<file path="src/rtl/cache_line_writeback.sv">
// Captures an evicted cache line and, when dirty, streams it to memory one word
// per valid/ready beat, lowest word first, then pulses done.
module cache_line_writeback #(
   parameter int LINE_BITS = 256,
   parameter int WORD_BITS = 32,
   parameter int ADDR_BITS = 32
) (
   input  logic                 clk,
   input  logic                 reset,
   input  logic                 start,
   input  logic                 dirty,
   input  logic [ADDR_BITS-1:0] line_addr,
   input  logic [LINE_BITS-1:0] line_data,
   output logic                 mem_valid,
   input  logic                 mem_ready,
   output logic [ADDR_BITS-1:0] mem_addr,
   output logic [WORD_BITS-1:0] mem_data,
   output logic                 busy,
   output logic                 done
);

   localparam int BEATS      = LINE_BITS / WORD_BITS;
   localparam int BEAT_BITS  = (BEATS > 1) ? $clog2(BEATS) : 1;
   localparam int WORD_BYTES = WORD_BITS / 8;
   localparam int LINE_BYTES = LINE_BITS / 8;

   localparam logic [BEAT_BITS-1:0] LAST_BEAT  = BEAT_BITS'(BEATS - 1);
   localparam logic [ADDR_BITS-1:0] ADDR_STEP  = ADDR_BITS'(WORD_BYTES);
   localparam logic [ADDR_BITS-1:0] ALIGN_MASK = ~ADDR_BITS'(LINE_BYTES - 1);

   typedef enum logic [1:0] {
      IDLE = 2'd0,
      SEND = 2'd1,
      DONE = 2'd2
   } state_t;

   state_t               state, next_state;
   logic [BEAT_BITS-1:0] beat, next_beat;
   logic [LINE_BITS-1:0] line, next_line;
   logic                 next_valid, next_busy, next_done;
   logic [ADDR_BITS-1:0] next_addr;
   logic [WORD_BITS-1:0] next_data;

   // Every output is computed one cycle ahead and registered, so nothing on the
   // input side reaches an output combinationally.
   always_comb begin
      next_state = state;
      next_beat  = beat;
      next_line  = line;
      next_valid = mem_valid;
      next_addr  = mem_addr;
      next_data  = mem_data;
      next_busy  = busy;
      next_done  = 1'b0;

      unique case (state)
         IDLE: begin
            if (start && dirty) begin
               next_line  = line_data;
               next_beat  = '0;
               next_valid = 1'b1;
               next_addr  = line_addr & ALIGN_MASK;
               next_data  = line_data[WORD_BITS-1:0];
               next_busy  = 1'b1;
               next_state = SEND;
            end else if (start) begin
               next_done  = 1'b1;
               next_busy  = 1'b1;
               next_state = DONE;
            end
         end
         SEND: begin
            if (mem_ready) begin
               if (beat == LAST_BEAT) begin
                  next_valid = 1'b0;
                  next_done  = 1'b1;
                  next_state = DONE;
               end else begin
                  next_beat = beat + BEAT_BITS'(1);
                  next_addr = mem_addr + ADDR_STEP;
                  next_data = line[int'(next_beat) * WORD_BITS +: WORD_BITS];
               end
            end
         end
         DONE: begin
            next_busy  = 1'b0;
            next_state = IDLE;
         end
         default: begin
            next_valid = 1'b0;
            next_busy  = 1'b0;
            next_state = IDLE;
         end
      endcase
   end

   // Reset abandons any transaction in flight without a done pulse.
   always_ff @(posedge clk) begin
      if (reset) begin
         state     <= IDLE;
         beat      <= '0;
         line      <= '0;
         mem_valid <= 1'b0;
         mem_addr  <= '0;
         mem_data  <= '0;
         busy      <= 1'b0;
         done      <= 1'b0;
      end else begin
         state     <= next_state;
         beat      <= next_beat;
         line      <= next_line;
         mem_valid <= next_valid;
         mem_addr  <= next_addr;
         mem_data  <= next_data;
         busy      <= next_busy;
         done      <= next_done;
      end
   end

endmodule

</file>
<file path="config.mk">
export PLATFORM = sky130hd
export DESIGN_NAME = cache_line_writeback
export DESIGN_NICKNAME = d
export VERILOG_FILES = /design/src/rtl/cache_line_writeback.sv
export SDC_FILE = /design/constraint.sdc
export NUM_CORES = 1
export LEC_CHECK = 0
export CAP_MARGIN = 20
export CORE_UTILIZATION = 49
export DETAILED_ROUTE_END_ITERATION = 8
export PLACE_DENSITY = 0.85
export RECOVER_POWER = 100
export SYNTH_ARGS = -nofsm -noshare
export SYNTH_HDL_FRONTEND = slang
export SYNTH_SLANG_ARGS = --single-unit
</file>
<file path="constraint.sdc">
create_clock -name clk -period 2.6 [get_ports clk]
set_input_delay 0.39 -clock clk [delete_from_list [all_inputs] [get_ports clk]]
set_output_delay 0.39 -clock clk [all_outputs]
set_load 0.02 [all_outputs]
</file>
==> results of run 1 <==
-- registers in the layout, summed over array words and instances, names as in the netlist --
register	count
line	256
done	1
mem_valid	1
busy	1
mem_data	32
state	2
beat	3
mem_addr	30
-- critical path, delay by kind of cell (launching register included) --
family | cells | cell delay [ns]
buffers and inverters | 1 | 0.68
AND/OR/NAND/NOR | 3 | 0.59
flip-flops | 1 | 0.36
AO/OA/AOI/OAI | 2 | 0.31
adder cells (fa/ha/maj) | 2 | 0.29
-- cell families after synthesis --
logic type,count (synthesis)
adder cells (fa/ha/maj),3
buffers and inverters,151
AND/OR/NAND/NOR,709
XOR/XNOR,1
other,1
multiplexers,100
AO/OA/AOI/OAI,408
flip-flops,326
-- stage by stage --
step / utilization (%) / std cells / area [µm²] / power, mW
after floorplan: - / 1700 / 14100 / 6.44
after global placement: 64.1 / 2317 / 18000 / 7.31
after detailed placement: 64.1 / 2317 / 18000 / 7.36
after CTS: 68.3 / 2378 / 19200 / 12.5
after global routing: 68.1 / 2384 / 19100 / 12.8
final: 68.1 / 2385 / 19100 / 12.4
-- placed cells by master (no fill, tap or decap), drive strengths merged, types with 3 or more instances in the layout --
master         Yosys  routed
mux2i             35      35
ha                 3       3
and3               4       4
clkinv             1      10
or4                3       3
nor3              16      16
nand3b             3       3
mux4              64      64
buf               64      27
nand4             13      13
diode              0       7
nand2            599     599
o211ai            32      32
dfxtp            326     326
o221a              5       5
a31oi             13      13
clkdlybuf4s50      0     286
a21oi            314     314
nand3             22      22
a22oi              9       9
clkbuf            82      54
o21ai             13      13
dlygate4sd3        0      65
and2               7       7
a21o               3       3
nor2              32      32
bufinv             0       4
inv                4       4
-- where the power goes --
group,internal [mW],switching (mW),leakage [nW]
Clock,3.08,2.07,0.582
Combinational,0.854,0.916,3.46
Sequential,5.27,0.175,2.66
-- cell type report --
| class | count | area, µm² | area share (%) |
|---|---|---|---|
| Clock inverter | 14 | 214 | 1.12 |
| Antenna cell | 7 | 17.5 | 0.0915 |
| Inverter | 5 | 18.8 | 0.0981 |
| Multi-Input combinational cell | 1223 | 7030 | 36.7 |
| Tap cell | 378 | 473 | 2.47 |
| Sequential cell | 326 | 6530 | 34.1 |
| Clock buffer | 47 | 982 | 5.13 |
| Timing Repair Buffer | 385 | 3880 | 20.3 |
-- final timing paths --
kind / from / to / slack (ns) / depth (start not counted)
max reg2reg: beat[1]$_SDFFE_PP0P_ / line[62]$_SDFFE_PP0P_ / 0.25 / 8
min reg2reg: mem_data[18]$_SDFFE_PP0P_ / mem_data[18]$_SDFFE_PP0P_ / 0.45 / 2
min: reset / mem_addr[9]$_SDFFE_PP0P_ / 0.31 / 2
max: beat[1]$_SDFFE_PP0P_ / line[62]$_SDFFE_PP0P_ / 0.25 / 8
-- layer usage --
layer	vias up	global-route usage, %
met1	6280	33.6
met3	157	5.61
li1	6397	-
met5	-	0
met2	643	51.3
met4	2	19.1
==> out/results.txt, run 1 <==
Min cycle time layout = 2.35 ns
TritonCTS clock tree = done
Reg clk slew, reported paths = 0.06 ns
Share of layout cells above drive strength 1 = 8.30%
VDD IR max = 531 µV
Vias = 13,479
Final WS setup = 0.253 ns
Top-count cell post-synth = nand2_1
Synth Area in Compound Gates = 16.0%
Worst min path class = input pin to flip-flop
Clock skew = 0.0219 ns
I/O pin count = 360
H-tree depth = 2
Routability cong. = 0.877
Synth Area in XOR/XNOR = 0.0620%
#FFs+latches synth = 326
Synth Area in Simple Gates = 20.2%
Vias in the first global route = 13,227
DRC = 0
Critical path type = flip-flop to flip-flop
Pre-CTS setup slack = 0.249 ns
Site Rows = 61
Clock Sinks = 326
Final nets = 2,273
Leading area contributor after synthesis = dfxtp_1
Status = finished, final reports clean
Final setup vio count = 0
WL met3 = 3.62 mm
CP max stage delay = 0.68 ns
First-pass GRT wire length = 68.1 mm
Nature of the critical path endpoint = flip-flop
Slowest-stage cell, CP = buf_4
CTS Hold Bufs = 0
Yosys top cell area share = 46.2%
Drt pass-1 iters = 7
Met2 WL = 21.7 mm
Post-CTS sizing = 0
Worst-Skew Late Latency = 0.52 ns
Largest net degree at the start of global routing = 124
Synth unique cells = 56
Synth warn = 0
Die width = 172 µm
Layout Area Growth over Synthesis = 35.4%
Adder-cell share of the synthesized area = 0.266%
Post-Syn Area = 14,100 µm²
Deepest clock path buffer count = 3
CTS buffer count = 36
Initial antenna violation count = 8
Setup TNS = 0 ns
WP data arrival = 2.77 ns
Crit start category = flip-flop
Ys async rst share = 0%
Starting density of the core = 50.3%
Mux share of post-synthesis cell area = 12.8%
Slew @ Worst Pin = 0.803 ns
CTS root buffer = clkbuf_16
Worst slew margin = 46.5%
DR iter-0 viols = 1,117
Synth top cells by count = 599 x nand2_1, 326 x dfxtp_1, 314 x a21oi_1, 82 x clkbuf_1, 64 x mux4_2
GRT Util Overall = 29.7%
DRT met1 WL = 16.2 mm
Largest family of logic cells by synthesized area = simple AND/OR/NAND/NOR gates
Crit-path cells = ha_4 > ha_4 > nand3b_1 > a21oi_4 > nand2_4 > buf_4 > nand2_1 > a21oi_1
Leak = 6.70 nW
Vias/cell = 5.65
Fmax = 426 MHz
IO Port Bufs = 352
Antenna viol nets, final = 0
CP Data Required Time = 3.03 ns
Sequential share of the synthesized area = 46.2%
Number of max-cap violations = 0
Die Height = 172 µm
Synth top area cells = dfxtp_1 46%, nand2_1 16%, a21oi_1 11%
CORE AREA = 28,100 µm²
Crit share post-route = 90.3%
WL/cell = 18.5 µm
Synth Flop Type = dfxtp_1
Power Density = 646 nW/µm²
CP most frequent cell = ha_4
Synthesized netlist cell count = 1,699
Fill cell count = 2,217
Syn Area/Cell = 8.32 µm²
Dpl hpwl = 31.2 mm
Congestion Overflow GR = 0
Post-synth EDFFs = 0
Routed wire length = 44.2 mm
Final hold slack = 0.309 ns
Final hold violations = 0
Uppermost layer routed = met5
Worst Path Max Fanout = 80
Fin. max-slew vios = 0
Unrepaired setup endpoints after global routing = no
Post-CTS Setup Inserts = 0
Die area = 29,500 µm²
Note: power is estimated with default switching activity, not from simulation.
==> run 2, diff against run 1 <==
==> constraint.sdc (replaced) <==
create_clock -name clk -period 2.5 [get_ports clk]
set_input_delay 0.375 -clock clk [delete_from_list [all_inputs] [get_ports clk]]
set_output_delay 0.375 -clock clk [all_outputs]
set_load 0.02 [all_outputs]
==> out/results.txt, run 2 (synthesized netlist as in run 1, its figures left out) <==
Largest net degree at the start of global routing = 176 (was 124)
Routability cong. = 0.882 (was 0.877)
Final setup vio count = 0 (unchanged)
Starting density of the core = 50.3% (unchanged)
Setup TNS = 0 ns (unchanged)
Final hold violations = 0 (unchanged)
Share of layout cells above drive strength 1 = 8.39% (was 8.30%)
DP Area = 18,000 µm² (about the same)
WL/cell = 18.7 µm (was 18.5 µm)
Die Height = 172 µm (unchanged)
Biggest register = line (unchanged)
DRC = 0 (unchanged)
First-pass GRT wire length = 67.7 mm (was 68.1 mm)
Layout Area Growth over Synthesis = 35.5% (was 35.4%)
Fmax = 434 MHz (was 426 MHz)
Min cycle time layout = 2.30 ns (was 2.35 ns)
Commonest non-fill, non-tap cell in the layout = nand2_1 (unchanged)
Vias = 13,373 (was 13,479)
Die width = 172 µm (unchanged)
Routed wire length = 44.6 mm (was 44.2 mm)
Crit share post-route = 92.1% (was 90.3%)
CTS buffer count = 36 (unchanged)
Post-CTS sizing = 0 (unchanged)
Largest register FFs = 256 (unchanged)
R2r startpoint = beat[1]$_SDFFE_PP0P_ (unchanged)
Critical path type = flip-flop to flip-flop (unchanged)
Vias/cell = 5.60 (was 5.65)
Power Density = 662 nW/µm² (was 646 nW/µm²)
Clock skew = 0.0191 ns (was 0.0219 ns)
Hold Startpoint = reset (unchanged)
CTS Hold Bufs = 0 (unchanged)
Nature of the critical path endpoint = flip-flop (unchanged)
RR Endpoint = mem_addr[15]$_SDFFE_PP0P_ (was line[62]$_SDFFE_PP0P_)
Deepest clock path buffer count = 3 (unchanged)
Clock Sinks = 326 (unchanged)
Worst slew margin = 14.4% (was 46.5%)
Number of max-cap violations = 0 (unchanged)
Unrepaired setup endpoints after global routing = no (unchanged)
Slew @ Worst Pin = 1.28 ns (was 0.803 ns)
Final nets = 2,276 (was 2,273)
Non-Filler Instances = 2,387 (was 2,385)
Die area = 29,500 µm² (unchanged)
Top Registers = line: 256 flops, mem_data: 32 flops, mem_addr: 30 flops (unchanged)
Site Rows = 61 (unchanged)
Initial antenna violation count = 5 (was 8)
CTS root buffer = clkbuf_16 (unchanged)
CORE AREA = 28,100 µm² (unchanged)
Worst min path class = input pin to flip-flop (unchanged)
Most frequent cells in the layout = 598 x nand2_1, 325 x dfxtp_1, 314 x a21oi_1, 286 x clkdlybuf4s50_1, 65 x dlygate4sd3_1 (was 598 x nand2_1, 325 x dfxtp_1, 313 x a21oi_1, 286 x clkdlybuf4s50_1, 65 x dlygate4sd3_1)
Vias in the first global route = 13,274 (was 13,227)
Dpl hpwl = 31.1 mm (was 31.2 mm)
DR iter-0 viols = 1,253 (was 1,117)
Fin. max-slew vios = 0 (unchanged)
IO Port Bufs = 352 (unchanged)
Status = finished, final reports clean (unchanged)
H-tree depth = 2 (unchanged)
GRT Util Overall = 29.6% (was 29.7%)
Antenna viol nets, final = 0 (unchanged)
Min-Delay Path Depth = 2 (unchanged)
TritonCTS clock tree = done (unchanged)
Dpl cells = 2,320 (was 2,317)
I/O pin count = 360 (unchanged)
VDD IR max = 524 µV (was 531 µV)
Leak = 6.72 nW (was 6.70 nW)
Setup crit start = beat[1]$_SDFFE_PP0P_ (unchanged)
Worst Path Max Fanout = 21 (was 80)
Reg clk slew, reported paths = 0.06 ns (about the same)
Congestion Overflow GR = 0 (unchanged)
WP data arrival = 2.67 ns (was 2.77 ns)
CP Data Required Time = 2.87 ns (was 3.03 ns)
Worst Hold Endpoint = mem_addr[5]$_SDFFE_PP0P_ (was mem_addr[9]$_SDFFE_PP0P_)
Final instance area = 19,200 µm² (was 19,100 µm²)
Post-CTS Setup Inserts = 0 (unchanged)
Worst-Skew Late Latency = 0.52 ns (about the same)
Crit start category = flip-flop (unchanged)
Cells on worst reg2reg path = 8 (unchanged)
Drt pass-1 iters = 5 (was 7)
R2r setup slk = 0.20 ns (was 0.25 ns)
## run 2: cell types whose count changed in the layout (fill, tap and decap cells not counted), moves of 2 or more
| cell | before | now |
|---|---|---|
| clkbuf_4 | 3 | 1 |
| bufinv_16 | 4 | 2 |
| clkinv_4 | 2 | 0 |
| buf_12 | 9 | 12 |
| clkbuf_8 | 4 | 6 |
| buf_6 | 0 | 2 |
## run 2: layout make-up
type	instances	area, µm²
clock inverter	10	136
antenna	6	15.0
timing repair buffer	388	3950
clock buffer	51	1020
fill	2184	8940
tap	378	473
sequential	326	6530
inverter	5	18.8
multi-input combinational	1223	7020
## run 2: per-stage QoR
| step | power (mW) | worst slack (ns) | utilization [%] | hold WS (ns) |
|---|---|---|---|---|
| 3_3_place_gp | 7.60 | 0.223 | 64.2 | 0.438 |
| 2_1_floorplan | 6.70 | 0.278 | - | 0.433 |
| 4_1_cts | 12.8 | 0.272 | 68.3 | 0.120 |
| 6_report | 12.7 | 0.198 | 68.2 | 0.142 |
| 5_1_grt | 13.1 | 0.0888 | 68.2 | 0.133 |
| 3_5_place_dp | 7.66 | 0.162 | 64.2 | 0.443 |
## run 2: metal layers
metal	vias to the layer above	share of wire, %	GRT usage (%)
met5	-	0	0
met2	589	49	50.9
met4	0	6.7	21.2
met3	151	8.0	6.72
met1	6213	36	32.2
li1	6420	-	-
## run 2: worst max-delay path by stage
stage,endpoint,slack [ns],depth (start not counted)
2_1_floorplan,mem_data[16]$_SDFFE_PP0P_,0.28,9
3_3_place_gp,mem_addr[30]$_SDFFE_PP0P_,0.22,6
3_5_place_dp,mem_addr[30]$_SDFFE_PP0P_,0.16,6
4_1_cts,mem_data[5]$_SDFFE_PP0P_,0.27,7
5_1_grt,mem_addr[31]$_SDFFE_PP0P_,0.09,8
6_report,mem_addr[15]$_SDFFE_PP0P_,0.20,8
## run 2: worst max-delay path, cell delays in order, from the launching register on
cell and delay (ns):
dfxtp_1 0.33, ha_4 0.17, ha_4 0.16, nand3b_1 0.18
a21oi_1 0.38, buf_2 0.54, nand3_1 0.13, a21oi_1 0.19
nor3_1 0.07
## run 2: power breakdown
| group | total (mW) | switching (mW) | internal [mW] | leakage [nW] |
|---|---|---|---|---|
| Combinational | 1.86 | 0.960 | 0.902 | 3.49 |
| Clock | 5.15 | 2.09 | 3.05 | 0.562 |
| Sequential | 5.66 | 0.183 | 5.48 | 2.66 |
| Total | 12.7 | 3.24 | 9.44 | 6.72 |
